[src/rtl/reg_scoreboard.sv]
// reg_scoreboard: per-register pending-write counters for the decode stage.
// Counts in-flight writes from issue until writeback or annul, raises the
// combinational ID stall on RAW and WAW-capacity conflicts, keeps a
// saturating stall-cycle statistic and a sticky protocol-error flag.
module reg_scoreboard #(
    parameter int CNT_W   = 2,
    parameter int STALL_W = 16
) (
    input  logic               clk,
    input  logic               rst,
    input  logic [3:0]         src1,
    input  logic               src1_valid,
    input  logic [3:0]         src2,
    input  logic               two_src,
    input  logic               issue_en,
    input  logic [3:0]         issue_dest,
    input  logic               kill_en,
    input  logic [3:0]         kill_dest,
    input  logic               wb_en,
    input  logic [3:0]         wb_dest,
    output logic               hazard,
    output logic [15:0]        pending_mask,
    output logic [STALL_W-1:0] stall_cycles,
    output logic               err
);

    localparam int NREG = 16;
    // Largest count a register may hold; also the WAW-capacity limit.
    localparam logic [CNT_W-1:0] MAXC = '1;

    logic [CNT_W-1:0]   cnt_q [NREG];
    logic [CNT_W-1:0]   cnt_d [NREG];
    logic [STALL_W-1:0] stall_q, stall_d;
    logic               err_q, err_d;

    logic src1_busy, src2_busy, issue_dest_full;

    // A register is busy for ID when its count, minus a same-cycle retire, is
    // still non-zero; the register file writes before decode reads it.
    always_comb begin
        // NOTE: every combinational output gets a default first, so no path
        // through the block leaves it unassigned and no latch is inferred.
        src1_busy       = 1'b0;
        src2_busy       = 1'b0;
        issue_dest_full = 1'b0;
        if (cnt_q[src1] > CNT_W'(1) ||
            (cnt_q[src1] == CNT_W'(1) && !(wb_en && wb_dest == src1))) begin
            src1_busy = 1'b1;
        end
        if (cnt_q[src2] > CNT_W'(1) ||
            (cnt_q[src2] == CNT_W'(1) && !(wb_en && wb_dest == src2))) begin
            src2_busy = 1'b1;
        end
        if (issue_en && cnt_q[issue_dest] == MAXC) begin
            issue_dest_full = 1'b1;
        end
        hazard = (src1_valid & src1_busy) | (two_src & src2_busy) | issue_dest_full;
    end

    // Next count per register with clamping; any clamp or an issue during a
    // stall marks a protocol error. Also advances the stall statistic.
    always_comb begin
        err_d   = err_q;
        stall_d = stall_q;
        for (int r = 0; r < NREG; r++) begin : next_cnt
            logic                   inc, wb_hit, kill_hit;
            logic signed [CNT_W+1:0] sum;
            inc      = issue_en && (issue_dest == 4'(r));
            wb_hit   = wb_en    && (wb_dest    == 4'(r));
            kill_hit = kill_en  && (kill_dest  == 4'(r));
            sum = $signed({2'b00, cnt_q[r]})
                + $signed({{(CNT_W+1){1'b0}}, inc})
                - $signed({{(CNT_W+1){1'b0}}, wb_hit})
                - $signed({{(CNT_W+1){1'b0}}, kill_hit});
            cnt_d[r] = sum[CNT_W-1:0];
            if (sum < 0) begin
                cnt_d[r] = '0;
                err_d    = 1'b1;
            end else if (sum > $signed({2'b00, MAXC})) begin
                cnt_d[r] = MAXC;
                err_d    = 1'b1;
            end
        end
        if (issue_en && hazard) begin
            err_d = 1'b1;
        end
        if (hazard && stall_q != '1) begin
            stall_d = stall_q + STALL_W'(1);
        end
    end

    // State registers; reset discards every pending write immediately.
    always_ff @(posedge clk or posedge rst) begin
        if (rst) begin
            // NOTE: the counter array is reset with the rest of the state
            // because a stale count would stall decode forever after reset.
            for (int r = 0; r < NREG; r++) begin
                cnt_q[r] <= '0;
            end
            stall_q <= '0;
            err_q   <= 1'b0;
        end else begin
            // NOTE: non-blocking assignments so every flop samples the values
            // computed before this edge, independent of statement order.
            for (int r = 0; r < NREG; r++) begin
                cnt_q[r] <= cnt_d[r];
            end
            stall_q <= stall_d;
            err_q   <= err_d;
        end
    end

    // Occupancy view straight from the counter flops.
    always_comb begin
        for (int r = 0; r < NREG; r++) begin
            pending_mask[r] = (cnt_q[r] != '0);
        end
    end

    assign stall_cycles = stall_q;
    assign err          = err_q;

endmodule

[config.mk]
export PLATFORM = sky130hd
export DESIGN_NAME = reg_scoreboard
export DESIGN_NICKNAME = d
export VERILOG_FILES = /design/src/rtl/reg_scoreboard.sv
export SDC_FILE = /design/constraint.sdc
export NUM_CORES = 1
export LEC_CHECK = 0
export ABC_AREA = 1
export BUFFER_PORTS_ARGS = -buffer_cell sky130_fd_sc_hd__buf_2
export CORE_MARGIN = 5
export CORE_UTILIZATION = 45
export DETAILED_ROUTE_END_ITERATION = 8
export HOLD_SLACK_MARGIN = 0.06
export PLACE_DENSITY = 0.63
export SYNTH_ARGS = -nofsm -noshare
export SYNTH_HDL_FRONTEND = slang
export SYNTH_SLANG_ARGS = --single-unit
[constraint.sdc]
create_clock -name clk -period 3 [get_ports clk]
set_input_delay 0.15 -clock clk [delete_from_list [all_inputs] [get_ports clk]]
set_output_delay 0.15 -clock clk [all_outputs]
set_load 0.02 [all_outputs]
* Word-level counts from Yosys, hierarchy flattened *
Cells that the tools add are included.

cells by class
  bitwise operators = 7
  add/subtract/negate cells = 49
  mux-type cells = 77
  equal/unequal tests = 51
  order comparisons = 37
  reduce and logical (&&, ||, !) cells = 79

operators by type and width
  kind                                                           count
  equality test 4 bit, second input constant                     24
  2-to-1 mux 2 bit                                               38
  greater-than comparator 4 x 3 -> 1 bit, second input constant  16
  < comparator 4 x 1 -> 1 bit, second input constant             16
  subtractor 3 x 1 -> 4 bit                                      16
  subtractor 4 x 2 -> 4 bit                                      16
  logical AND 1 bit                                              55
  adder 2 x 1 -> 3 bit                                           16
  equality test 4 x 3 -> 1 bit, second input constant            12
  2-to-1 mux 1 bit                                               36
  nonzero test 33 bit                                            1
  nonzero test 2 bit                                             16
  binary-select mux 2 bit (select 4 bit)                         3
  equality test 4 x 2 -> 1 bit, second input constant            6
  adder 16 x 1 -> 16 bit, second input constant                  1
  != test 16 bit, second input constant                          1
  >= comparator 5 bit, second input constant                     3
  inverter 4 -> 5 bit                                            3
  equality test 4 x 1 -> 1 bit, second input constant            3
  logical NOT 4 bit                                              3
  equality test 4 bit                                            2
  equality test 2 x 1 -> 1 bit, second input constant            2
  greater-than comparator 2 x 1 -> 1 bit, second input constant  2
  bitwise AND 1 bit                                              2
  4 further kinds                                                7

word-level totals
  register bits after elaboration = 49
  input bits = 27
  output and inout bits = 34

* Logic depth before layout (Yosys ltp) *
  depth after elaboration = 39
  depth in mapped cells = 17

* Worst setup path after synthesis *
Ideal clock, no wire load.

  path kind = in2reg
  start = in wb_en
  end = reg err_q, in the netlist err
  buffers on the path = 1
  cell stages on the path = 11
  path slack = 549 ps
  data arrival time = 2324 ps
  library setup time = 127 ps
  cell sequence = clkbuf_1 -> inv_1 -> nor3_1 -> nand2_1 -> fa_1 -> ha_1 -> ha_1 -> ha_1 -> nand4_1 -> nor3_1 -> nand3_1

on the way
  longest elaborated chain between the ends = 36
  elaborated cells on any way between the ends = 128
  those cells by class = 32 x add/sub; 32 x order compare; 34 x mux; 4 x bitwise; 26 x reduce/logical

RTL lines
  item                         line  source
  start: declaration           19    input logic wb_en,
  logical AND 1 bit            69    wb_hit = wb_en && (wb_dest == 4'(r));
  subtractor 3 x 1 -> 4 bit    73    - $signed({{(CNT_W+1){1'b0}}, wb_hit})
  subtractor 4 x 2 -> 4 bit    74    - $signed({{(CNT_W+1){1'b0}}, kill_hit});
  < comparator 4 x 1 -> 1 bit  76    if (sum < 0) begin
  2-to-1 mux 1 bit             76
  2-to-1 mux 1 bit             79    end else if (sum > $signed({2'b00, MAXC})) begin
  2-to-1 mux 1 bit             76
  2-to-1 mux 1 bit             79
  [20 not listed]              --
  2-to-1 mux 1 bit             76
  2-to-1 mux 1 bit             79
  2-to-1 mux 1 bit             76
  2-to-1 mux 1 bit             79
  2-to-1 mux 1 bit             76
  2-to-1 mux 1 bit             79
  2-to-1 mux 1 bit             76
  2-to-1 mux 1 bit             84    if (issue_en && hazard) begin
  end signal: assignment       109   err_q <= err_d;
  end: declaration             34    logic err_q, err_d;

Parallel ways exist; a longest one is shown, timed or not.
A chain may end at the register's enable or synchronous reset.

* Final worst setup path *
  start = in wb_dest[3]
  end = reg err_q, in the netlist err

on the way
  longest elaborated chain between the ends = 37
  elaborated cells on any way between the ends = 146
  those cells by class = 32 x add/sub; 32 x order compare; 17 x eq/ne; 34 x mux; 4 x bitwise; 27 x reduce/logical

RTL lines
  item                         line  source
  start: declaration           20    input logic [3:0] wb_dest,
  logical NOT 4 bit            69
  logical AND 1 bit            69
  subtractor 3 x 1 -> 4 bit    73
  subtractor 4 x 2 -> 4 bit    74
  < comparator 4 x 1 -> 1 bit  76
  2-to-1 mux 1 bit             76
  2-to-1 mux 1 bit             79
  2-to-1 mux 1 bit             76
  [21 not listed]              --
  2-to-1 mux 1 bit             76
  2-to-1 mux 1 bit             79
  2-to-1 mux 1 bit             76
  2-to-1 mux 1 bit             79
  2-to-1 mux 1 bit             76
  2-to-1 mux 1 bit             79
  2-to-1 mux 1 bit             76
  2-to-1 mux 1 bit             84

Parallel ways exist; a longest one is shown, timed or not.

==> impl_metrics.env <==
export IMPL_outcome="finished, final reports clean"
export IMPL_place_congestion=0.941
export IMPL_synth_adder_area_share_pct=29.1
export IMPL_crit_fanout=6
export IMPL_min_path_type="in -> reg"
export IMPL_synthesis_area_um2=5680
export IMPL_antenna_found_initial=0
export IMPL_worstSetupStartpoint="wb_dest[3]"
export IMPL_min_from="issue_en"
export IMPL_grt_max_degree=32
export IMPL_finalPower_mw=3.91
export IMPL_tns_ps=0
export IMPL_timing_hold_violations_final=0
export IMPL_yosys_area_share_xor_xnor_pct=2.16
export IMPL_io_pins=61
export IMPL_finalSetupViolations=0
export IMPL_register_area_um2=1230
export IMPL_relSlewSlack_pct=53.6
export IMPL_routed_wl_um=15400
export IMPL_drive_gt1_share_pct=13.2
export IMPL_vias=5007
export IMPL_clk_pin_slew_ps=80
export IMPL_synth_compound_area_share_pct=1.58
export IMPL_maxCapViolations=0
export IMPL_die_area_um2=15000
export IMPL_power_density_nw_per_um2=623
export IMPL_port_buffers=60
export IMPL_dr_first_iter_drc_count=398
export IMPL_r2r_start="cnt_q[20]"
export IMPL_yosysWarnings=0
export IMPL_cts_tree="built"
export IMPL_grtUsageTotal_pct=21.2
export IMPL_p_leak_nw=3.53
export IMPL_clkSinkCount=49
export IMPL_required_ps=3180
export IMPL_finalCriticalPeriod_ps=2490
export IMPL_htree_levels=2
export IMPL_cp_start_kind="input port"
export IMPL_areaGrowthSynthToFinish_pct=10.5
export IMPL_endpoint_kind="register"
export IMPL_routed_via_density=4.83
export IMPL_wl_per_cell_um=14.8
export IMPL_start_util_pct=45.4
export IMPL_fill_cells=1304
export IMPL_fmax_mhz=401
export IMPL_die_y_um=122
export IMPL_drv_slew=0
export IMPL_postCtsSetupBuffers=0
export IMPL_hold_ws_ps=182
export IMPL_synth_top_family_by_area="simple AND/OR/NAND/NOR gates"
export IMPL_worstSetupPathType="in -> reg"
export IMPL_clk_insertion_delay_late_ps=300
export IMPL_synthMuxAreaShare_pct=0
export IMPL_cp_arrival_ps=2670
export IMPL_vdd_drop_max_mv=0.346
export IMPL_clockBufferDepth=2
export IMPL_num_rows=41
export IMPL_die_w_um=122
export IMPL_drtPass1Iterations=6
export IMPL_final_cell_mix="nand2_1 (223), inv_1 (155), nor2_1 (85)"
export IMPL_num_nets_final=1004
export IMPL_rrSetupSlack_ps=730
export IMPL_layout_cells_most_common="nand2_1"
export IMPL_synth_simple_area_share_pct=32.6
export IMPL_drc=0
export IMPL_postRouteAntennaNets=0
export IMPL_grt_overflow=0
export IMPL_synthesis_nets=946
export IMPL_rsz0062_at_grt="no"
export IMPL_ys_types=28
export IMPL_synth_seq_cells=49
export IMPL_seq_area_frac_synth_pct=21.6
export IMPL_cts_buffers_inserted=5
export IMPL_syn_avg_cell_area_um2=7.05
export IMPL_core_area_um2=12500
export IMPL_n_antenna_cell=0
export IMPL_timing_final_crit_share_pct=83.0
export IMPL_finClkSkew_ps=5.50
export IMPL_grt_pass1_wl_um=24700
export IMPL_cts_root_buf="clkbuf_16"
export IMPL_multi_input_area_um2=3720
export IMPL_grt_pass1_vias=4747
export IMPL_tightest_slew_ps=695
export IMPL_synth_cells=806
export IMPL_hpwl_um=12700
-- cells in the mapped netlist (all sizes together) --
| library cell | n | area share, % |
|---|---|---|
| nand2 | 243 | 17 |
| inv | 167 | 11 |
| nor2 | 86 | 5.7 |
| ha | 81 | 18 |
| nand3 | 79 | 7.4 |
| dfrtp | 49 | 22 |
| fa | 32 | 11 |
| buf | 12 | 1.8 |
| nor3 | 12 | 1.1 |
| o21ai | 11 | 0.97 |
| xor2 | 8 | 1.2 |
| a21oi | 7 | 0.62 |
| nand4 | 7 | 0.88 |
| xnor2 | 6 | 0.92 |
| or2 | 4 | 0.44 |
| clkbuf | 2 | 0.13 |
-- metrics by stage --
| step | instances | area, um^2 | worst slack [ps] | util [%] |
|---|---|---|---|---|
| after floorplan | 806 | 5680 | 549 | - |
| after global placement | 1028 | 6120 | 313 | 48.9 |
| after detailed placement | 1028 | 6120 | 279 | 48.9 |
| after CTS | 1037 | 6280 | 597 | 50.2 |
| after global routing | 1037 | 6280 | 340 | 50.2 |
| final | 1037 | 6280 | 509 | 50.2 |
-- sequential cells by signal, summed over array words and instances, names as in the netlist --
name / count
cnt_q: 32
err: 1
stall_cycles: 16
-- worst max-delay path, cell delays in order --
cell and delay [ps]:
buf_2 130, nor3_1 530, nand2_1 200, fa_1 500, ha_1 230, ha_1 210, ha_1 310, nand4_1 90
nor3_1 220, nand3_1 100
-- path summary, 6_finish.rpt --
kind	cells past startpoint	endpoint
setup / recovery	10	err
hold / removal	3	err
setup reg to reg	7	err
hold reg to reg	2	stall_cycles[13]
max in group asynchronous	4	cnt_q[11]
min in group asynchronous	3	cnt_q[5]
-- repair_timing --
action / CTS / global route
endpoints found under the setup margin: 0 / 0
resized for setup: 0 / 0
hold endpoints to repair: 30 / 0
hold buffers: 1 / 0
-- logic make-up (layout without fill, tap and decap cells) --
| family | Yosys count | after routing |
|---|---|---|
| AO/OA/AOI/OAI | 18 | 18 |
| XOR/XNOR | 14 | 14 |
| adder cells (fa/ha/maj) | 113 | 113 |
| buffers and inverters | 181 | 240 |
| flip-flops | 49 | 49 |
| AND/OR/NAND/NOR | 431 | 431 |
-- area by class of cell --
class                   instances  share of cell area [%]
clock buffers                   5                    1.99
clock inverters                 3                   0.418
inverters                     167                    10.1
multi-input cells             576                    59.2
flip-flops and latches         49                    19.5
well taps                     172                    3.43
repair buffers                 65                    5.42
-- report_power, final --
part	switching [mW]	internal [mW]
registers	0.427	0.911
logic	1.27	0.685
clock network	0.295	0.320
total	2.00	1.91
-- metal layers --
layer | routed length (um) | vias up | share of wire [%] | GRT usage (%)
met1 | 6980 | 2280 | 45 | 30.0
met3 | 1060 | 18 | 6.9 | 2.35
met5 | 0 | - | 0 | 0
li1 | - | 2530 | - | -
met2 | 7080 | 179 | 46 | 34.9
met4 | 273 | 0 | 1.8 | 5.04
(Power assumes the default switching activity.)
